### config.mk
export PLATFORM = sky130hd
export DESIGN_NAME = seven_seg_rx
export DESIGN_NICKNAME = d
export VERILOG_FILES = /design/src/rtl/seven_seg_pkg.sv /design/src/rtl/seven_seg_decode.sv /design/src/rtl/seven_seg_rx.sv
export SDC_FILE = /design/constraint.sdc
export NUM_CORES = 1
export LEC_CHECK = 0
export ABC_CLOCK_PERIOD_IN_PS = 6100
export CORE_UTILIZATION = 60
export CTS_BUF_LIST = sky130_fd_sc_hd__clkbuf_4 sky130_fd_sc_hd__clkbuf_8 sky130_fd_sc_hd__clkbuf_16
export DETAILED_ROUTE_END_ITERATION = 12
export PLACE_DENSITY = 0.8
export SETUP_SLACK_MARGIN = 0.05
export SYNTH_ARGS = -nofsm -noshare
export SYNTH_HDL_FRONTEND = slang
export SYNTH_SLANG_ARGS = --single-unit
### constraint.sdc
create_clock -name clk -period 6.1 [get_ports clk]
set_clock_uncertainty 0.2 [all_clocks]
set_input_delay 0.915 -clock clk [delete_from_list [all_inputs] [get_ports clk]]
set_output_delay 0.915 -clock clk [all_outputs]
set_load 0.05 [all_outputs]
### src/rtl/seven_seg_pkg.sv
// Shared constants for the seven-segment receiver: glyph table and segment bit positions.
package seven_seg_pkg;

  // Segment line positions within the 7-bit segment bus.
  localparam int SEG_A = 0;
  localparam int SEG_B = 1;
  localparam int SEG_C = 2;
  localparam int SEG_D = 3;
  localparam int SEG_E = 4;
  localparam int SEG_F = 5;
  localparam int SEG_G = 6;
  localparam int SEG_W = 7;

  // Glyph for each hex value; entry i is the pattern that displays nibble i.
  localparam logic [15:0][SEG_W-1:0] SEG_TABLE = {
    7'h71, 7'h79, 7'h5E, 7'h39, 7'h7C, 7'h77, 7'h6F, 7'h7F,
    7'h07, 7'h7D, 7'h6D, 7'h66, 7'h4F, 7'h5B, 7'h06, 7'h3F
  };

  // Value reported by the decoder alongside legal=0 for an unknown pattern.
  localparam logic [3:0] NIBBLE_ILLEGAL = 4'h0;

  // Forward lookup, handy when building stimulus or debug views.
  function automatic logic [SEG_W-1:0] seg_glyph(input logic [3:0] value);
    return SEG_TABLE[value];
  endfunction

endpackage

### src/rtl/seven_seg_decode.sv
// Combinational inverse glyph lookup: segment pattern -> hex nibble plus legal flag.
module seven_seg_decode
  import seven_seg_pkg::*;
(
  input  logic [SEG_W-1:0] segment,
  output logic [3:0]       value,
  output logic             legal
);

  // Search the glyph table; at most one entry can match since all glyphs differ.
  always_comb begin
    value = NIBBLE_ILLEGAL;
    legal = 1'b0;
    for (int i = 0; i < 16; i++) begin
      if (segment == SEG_TABLE[i]) begin
        value = 4'(i);
        legal = 1'b1;
      end
    end
  end

endmodule

### src/rtl/seven_seg_rx.sv
// Seven-segment display snooper: synchronizes multiplexed segment/anode lines,
// waits for a stable sample, decodes each digit and publishes complete frames.
module seven_seg_rx
  import seven_seg_pkg::*;
#(
  parameter int NUM_DIGITS    = 4,
  parameter int STABLE_CYCLES = 4
) (
  input  logic                    clk,
  input  logic                    rst_n,
  input  logic [SEG_W-1:0]        segment_in,
  input  logic [NUM_DIGITS-1:0]   anode_in,
  input  logic                    clr_err,
  output logic [4*NUM_DIGITS-1:0] value_out,
  output logic [NUM_DIGITS-1:0]   digit_valid,
  output logic                    frame_valid,
  output logic                    err_pattern,
  output logic                    err_anode
);

  localparam int              CNT_W   = 8;
  localparam logic [CNT_W-1:0] CNT_MAX = CNT_W'(STABLE_CYCLES);

  logic [SEG_W-1:0]             seg_meta, seg_sync, seg_prev;
  logic [NUM_DIGITS-1:0]        an_meta, an_sync, an_prev;
  logic [CNT_W-1:0]             stable_cnt, cnt_next;
  logic                         sample_changed;
  logic                         capture;
  int                           an_ones;
  logic                         an_one_hot, an_multi;
  logic [3:0]                   dec_value;
  logic                         dec_legal;
  logic                         digit_write;
  logic                         frame_commit;
  logic [NUM_DIGITS-1:0]        valid_next;
  logic [NUM_DIGITS-1:0][3:0]   digit_reg;

  // Two-flop synchronizers plus a copy of the previous synchronized sample for change detection.
  always_ff @(posedge clk or negedge rst_n) begin
    if (!rst_n) begin
      seg_meta <= '0;
      seg_sync <= '0;
      seg_prev <= '0;
      an_meta  <= '0;
      an_sync  <= '0;
      an_prev  <= '0;
    end else begin
      seg_meta <= segment_in;
      seg_sync <= seg_meta;
      seg_prev <= seg_sync;
      an_meta  <= anode_in;
      an_sync  <= an_meta;
      an_prev  <= an_sync;
    end
  end

  // Stability tracking: restart at 1 on any change, saturate at the threshold,
  // and fire a single capture on the edge the threshold is first reached.
  always_comb begin
    sample_changed = ({an_sync, seg_sync} != {an_prev, seg_prev});
    if (sample_changed)
      cnt_next = CNT_W'(1);
    else if (stable_cnt == CNT_MAX)
      cnt_next = stable_cnt;
    else
      cnt_next = stable_cnt + CNT_W'(1);
    capture = (cnt_next == CNT_MAX) && (stable_cnt != CNT_MAX);
  end

  // Stability counter register.
  always_ff @(posedge clk or negedge rst_n) begin
    if (!rst_n) stable_cnt <= '0;
    else        stable_cnt <= cnt_next;
  end

  seven_seg_decode u_decode (
    .segment (seg_sync),
    .value   (dec_value),
    .legal   (dec_legal)
  );

  // Classify the captured anode and decide what the capture does; a commit clears
  // the valid mask first so a same-edge capture keeps its bit.
  always_comb begin
    an_ones      = $countones(an_sync);
    an_one_hot   = (an_ones == 1);
    an_multi     = (an_ones > 1);
    digit_write  = capture && an_one_hot && dec_legal;
    frame_commit = &digit_valid;
    valid_next   = (frame_commit ? '0 : digit_valid) | (digit_write ? an_sync : '0);
  end

  // Digit bank, frame commit and sticky error flags (a new error wins over clr_err).
  always_ff @(posedge clk or negedge rst_n) begin
    if (!rst_n) begin
      digit_reg   <= '0;
      digit_valid <= '0;
      value_out   <= '0;
      frame_valid <= 1'b0;
      err_pattern <= 1'b0;
      err_anode   <= 1'b0;
    end else begin
      for (int i = 0; i < NUM_DIGITS; i++) begin
        if (digit_write && an_sync[i]) digit_reg[i] <= dec_value;
      end
      digit_valid <= valid_next;
      if (frame_commit) value_out <= digit_reg;
      frame_valid <= frame_commit;
      err_pattern <= (err_pattern && !clr_err) || (capture && an_one_hot && !dec_legal);
      err_anode   <= (err_anode && !clr_err) || (capture && an_multi);
    end
  end

endmodule

Word level (Yosys, flattened, before mapping). Index checks and enable logic that the tools add are counted.

Bits in registers: 80. Input port bits: 14. Output and inout bits: 23. Word-level logic and storage cells: 94.

Add/sub/neg operators: 4. Magnitude comparators: 1. Equality and inequality tests: 21. Multiplexer cells: 35. Bitwise operators: 1. Reduce and logical (&&, ||, !) cells: 16.

Operator list (count): 7-bit equality test (second input constant) (12); 4-bit two-way mux (10); 1-bit two-way mux (17); 8-bit by 3-bit equality test with 1-bit output (second input constant) (2); 8-bit two-way mux (2); 7-bit by 3-bit equality test with 1-bit output (second input constant) (2); 7-bit by 6-bit equality test with 1-bit output (second input constant) (2); 3-bit two-way mux (4); 1-bit logical AND (11); 11-bit inequality test (1); 8-bit by 1-bit adder with 8-bit output (second input constant) (1); 8-bit by 3-bit inequality test with 1-bit output (second input constant) (1); 1-bit by 1-bit adder with 2-bit output (2); 2-bit two-way mux (2); 4-bit OR (1); 4-bit AND reduction (1); 2-bit by 2-bit adder with 3-bit output (1); 3-bit by 1-bit equality test with 1-bit output (second input constant) (1); 3-bit by 1-bit greater-than comparator with 1-bit output (second input constant) (1); 1-bit zero test (2); 1-bit logical OR (2).

Depth between registers and ports, before layout.
Depth in word-level cells: 20. Gate-level depth with buffers: 8.

Cells and area by module. Synthesis repeated with hierarchy kept, for this count alone.

Cell total of the unflattened synthesis: 298. Area, all modules: 3440.8 um2.

Modules (own cells, without submodules): seven_seg_rx (times used 1, cells an instance 245, area each 3080.5 um2, seq. area each 2001.9 um2); seven_seg_decode (times used 1, cells an instance 53, area each 360.3 um2, seq. area each 0.0 um2).

Worst setup path after synthesis. Ideal clock, no wire load.

Path type: register to register. Start point: register an_sync[0]. End point: register digit_reg[0] in the netlist's numbering. Library setup time: 128 ps. Arrival time: 2439 ps. Required time: 5772 ps. Slack: 3333 ps. Cell stages (with the launch flop): 8. Buffers on the path: 0. Period minus slack after synthesis: 2767 ps. Cells stage by stage: dfrtp_1 fa_1 ha_1 ha_1 nand2b_1 nor4b_4 nand4_2 mux2_1.

Longest elaborated chain between the ends: 7. Elaborated cells between the ends (all ways): 10.

Ends and longest elaborated chain: start: declaration (line seven_seg_rx.sv:25) `logic [NUM_DIGITS-1:0] an_meta, an_sync, an_prev;`; start signal: assignment (line seven_seg_rx.sv:52) `an_sync <= an_meta;`; 11-bit inequality test (line seven_seg_rx.sv:60) `sample_changed = ({an_sync, seg_sync} != {an_prev, seg_prev});`; 8-bit two-way mux (line seven_seg_rx.sv:61) `if (sample_changed)`; 8-bit by 3-bit equality test with 1-bit output (line seven_seg_rx.sv:67) `capture = (cnt_next == CNT_MAX) && (stable_cnt != CNT_MAX);`; 1-bit logical AND (line seven_seg_rx.sv:67); 1-bit logical AND (2 in a row) (line seven_seg_rx.sv:88) `digit_write = capture && an_one_hot && dec_legal;`; 1-bit logical AND (*) (line seven_seg_rx.sv:104) `if (digit_write && an_sync[i]) digit_reg[i] <= dec_value;`; end signal: indexed assignment (line seven_seg_rx.sv:104); end: declaration (line seven_seg_rx.sv:36) `logic [NUM_DIGITS-1:0][3:0] digit_reg;`.

Mark *: on every way between the ends. The rest lies on a longest branch, timed or not. A chain may end at the register's enable or synchronous reset.

Worst setup path after layout.
Start point: register an_sync[0]. End point: register digit_reg[12] in the netlist's numbering.

Longest elaborated chain between the ends: 7. Elaborated cells between the ends (all ways): 10.

Ends and longest elaborated chain (line): 11-bit inequality test (seven_seg_rx.sv:60); 8-bit two-way mux (seven_seg_rx.sv:61); 8-bit by 3-bit equality test with 1-bit output (seven_seg_rx.sv:67); 1-bit logical AND (seven_seg_rx.sv:67); 1-bit logical AND (*) (2 in a row) (seven_seg_rx.sv:88); 1-bit logical AND (*) (seven_seg_rx.sv:104).

Marks and branches as above.

==> results.json <==
{
  "post_cts_buffers": 0,
  "synth-xor-area-share_pct": 5.57,
  "die_width_um": 76.2,
  "drtIter0Drc": 179,
  "end_kind": "flop",
  "wl_mm": 5.85,
  "syn_area_mm2": 0.00330,
  "setup.worst_path.start_class": "flop",
  "peakVddDrop_mv": 0.242,
  "r2r-end": "digit_reg[12]",
  "ys_seq_area_share_pct": 60.6,
  "grt_max_degree": 81,
  "nNetsFinal": 342,
  "synthToLayoutAreaGrowth_pct": 17.8,
  "cts_tree": "yes",
  "ctsLongestPathBuffers": 2,
  "hold_buffers": 0,
  "top_usage_layer": "met2",
  "first_pass_iters": 4,
  "num_rows": 26,
  "syn_nets": 306,
  "cp-startpoint": "an_sync[0]",
  "hold_class": "reg -> reg",
  "arrival_ns": 3.06,
  "worst_pin_slew_ns": 0.997,
  "gr-usage-met2_pct": 37.0,
  "reg2reg_from": "an_sync[0]",
  "dieArea_mm2": 0.00580,
  "outcome": "complete, no violations",
  "pin_count": 37,
  "clk_pin_slew_ns": 0.08,
  "criticalPathCategory": "reg -> reg",
  "synth_top_family_by_area": "simple AND/OR/NAND/NOR gates",
  "viasPerCell": 5.41,
  "first_global_vias": 2125,
  "r2r_slack_ns": 3.06,
  "crit_end": "digit_reg[12]",
  "met1_usage_pct": 29.1,
  "cap_violations": 0,
  "hold_ws_ns": 0.151,
  "numCtsBuffers": 9,
  "ys_types": 47,
  "grt_first_pass_wirelength_mm": 9.95,
  "register_area_mm2": 0.00200,
  "synth_compound_area_share_pct": 4.51,
  "reg2reg_depth": 7,
  "synth_ff_type": "dfrtp_1",
  "antenna_found_initial": 0,
  "die_y_um": 76.2,
  "crit_path_max_fanout": 5,
  "fill_cells": 362,
  "synthMuxAreaShare_pct": 5.15,
  "ant_nets": 0,
  "core_area_mm2": 0.00520,
  "cts_resized": 0,
  "synth-edff-count": 0,
  "drive_gt1_share_pct": 7.95,
  "setup_tns_ns": 0,
  "overflow": 0,
  "n_antenna_cell": 0,
  "maxSlewViolCount": 0,
  "hold_viol": 0,
  "h-tree-depth": 3,
  "multi_input_area_mm2": 0.00118,
  "synthSimpleGateAreaFrac_pct": 18.1,
  "cts.sinks": 80,
  "power_density_mw_per_mm2": 250,
  "synthAdderAreaFrac_pct": 2.50,
  "p_leak_nw": 1.86,
  "finalCritPeriodShare_pct": 49.8,
  "drc": 0,
  "postSynthAreaPerCell_um2": 11.5,
  "cp.required_ns": 6.12,
  "setup_viol": 0,
  "grt_util_met3_pct": 5.39,
  "slew_headroom_pct": 33.3,
  "insertion_delay_ns": 0.33,
  "fmax_mhz": 329,
  "vias": 2148,
  "rsz0062_at_grt": "false",
  "cts_root_buffer": "clkbuf_8",
  "groute.usage.overall_pct": 22.6,
  "fin_crit_ns": 3.04,
  "start_util_pct": 63.4,
  "yosysWarningCount": 0,
  "io_buffer_count": 36,
  "gp_congestion": 0.851,
  "wire_per_inst_um": 14.7,
  "synthArstFlopShare_pct": 100,
  "ys_ff_latch": 80,
  "dpl.hpwl_mm": 3.97,
  "synth_cells": 286
}
[power by group]
group	internal, mW	switching, mW	total (mW)
Clock	0.191	0.180	0.372
Sequential	0.541	0.0130	0.554
Combinational	0.0197	0.0257	0.0454
[metrics by stage]
| stage | utilization, % | instance area (um2) | cells | setup WS, ns | power, mW |
|---|---|---|---|---|---|
| 2_1_floorplan | - | 3300 | 286 | 3.33 | 0.585 |
| 3_3_place_gp | 71.0 | 3700 | 381 | 3.20 | 0.608 |
| 3_5_place_dp | 71.0 | 3700 | 381 | 3.10 | 0.610 |
| 4_1_cts | 74.7 | 3890 | 397 | 3.05 | 0.980 |
| 5_1_grt | 74.7 | 3890 | 397 | 2.92 | 1.01 |
| 6_report | 74.7 | 3890 | 397 | 3.06 | 0.971 |
[area by class of cell]
class,instances,area share [%]
clock buffer,10,3.38
clock inverter,6,1.54
inverter,18,1.74
multi-input combinational,177,30.4
sequential,80,51.5
tap,70,2.25
timing repair buffer,36,9.20
[kinds of logic (layout without fill, tap and decap cells)]
group                    after synthesis  after routing
AND/OR/NAND/NOR                      110            110
flip-flops                            80             80
buffers and inverters                 29             70
AO/OA/AOI/OAI                         24             24
XOR/XNOR                              21             21
multiplexers                          16             16
adder cells (fa/ha/maj)                6              6
[critical path, stage by stage (launching register included)]
cell and delay (ns):
dfrtp_1 0.44, fa_1 0.51, ha_1 0.22, ha_1 0.27
nand2b_1 0.19, nor4b_4 0.43, nand4_2 0.29, mux2_1 0.38
[layer usage]
| metal | wire length [um] | up-vias |
|---|---|---|
| li1 | - | 1024 |
| met1 | 2650 | 1065 |
| met2 | 2930 | 51 |
| met3 | 184 | 8 |
| met4 | 86 | 0 |
| met5 | 0 | - |
[cells in the mapped netlist, types with 2 or more instances]
master / number / share of area [%]
nor4_1: 5 / 0.95
buf_2: 4 / 0.61
nand3_1: 5 / 0.76
dfrtp_1: 80 / 61
nor3_1: 7 / 1.1
ha_1: 5 / 1.9
nor2_1: 13 / 1.5
a21oi_1: 5 / 0.76
nand2b_1: 6 / 1.1
inv_1: 17 / 1.9
xor2_1: 14 / 3.7
mux2_1: 7 / 2.4
xnor2_1: 7 / 1.9
o21ai_0: 10 / 1.5
clkbuf_1: 5 / 0.57
and2_1: 2 / 0.38
nand2_1: 50 / 5.7
or3b_1: 2 / 0.53
mux2i_1: 8 / 2.4
nand4_1: 4 / 0.76
nand4_2: 4 / 1.5
[worst min path at each step]
stage / endpoint / startpoint / cells past startpoint
global placement: seg_sync[6] / seg_meta[6] / 0
CTS: seg_sync[3] / seg_meta[3] / 0
floorplan: an_sync[0] / an_meta[0] / 0
detailed placement: seg_sync[0] / seg_meta[0] / 0
global route: seg_sync[0] / seg_meta[0] / 0
finish: seg_sync[0] / seg_meta[0] / 0
[placed cells by master, fill, tap and decap left out, types with 2 or more instances in the layout]
cell type        netlist  routed
a21oi_1                5       5
and2_1                 2       2
clkbuf_8               0       9
clkdlybuf4s50_1        0      35
clkinv_2               0       3
clkinvlp_4             0       2
dfrtp_1               80      80
ha_1                   5       5
inv_1                 17      17
mux2_1                 7       7
mux2i_1                8       8
nand2_1               50      50
nand2b_1               6       6
nand3_1                5       5
nand4_1                4       4
nand4_2                4       4
nor2_1                13      13
nor3_1                 7       7
nor4_1                 5       5
o21ai_0               10      10
or3b_1                 2       2
xnor2_1                7       7
xor2_1                14      14
(Power assumes the default switching activity.)
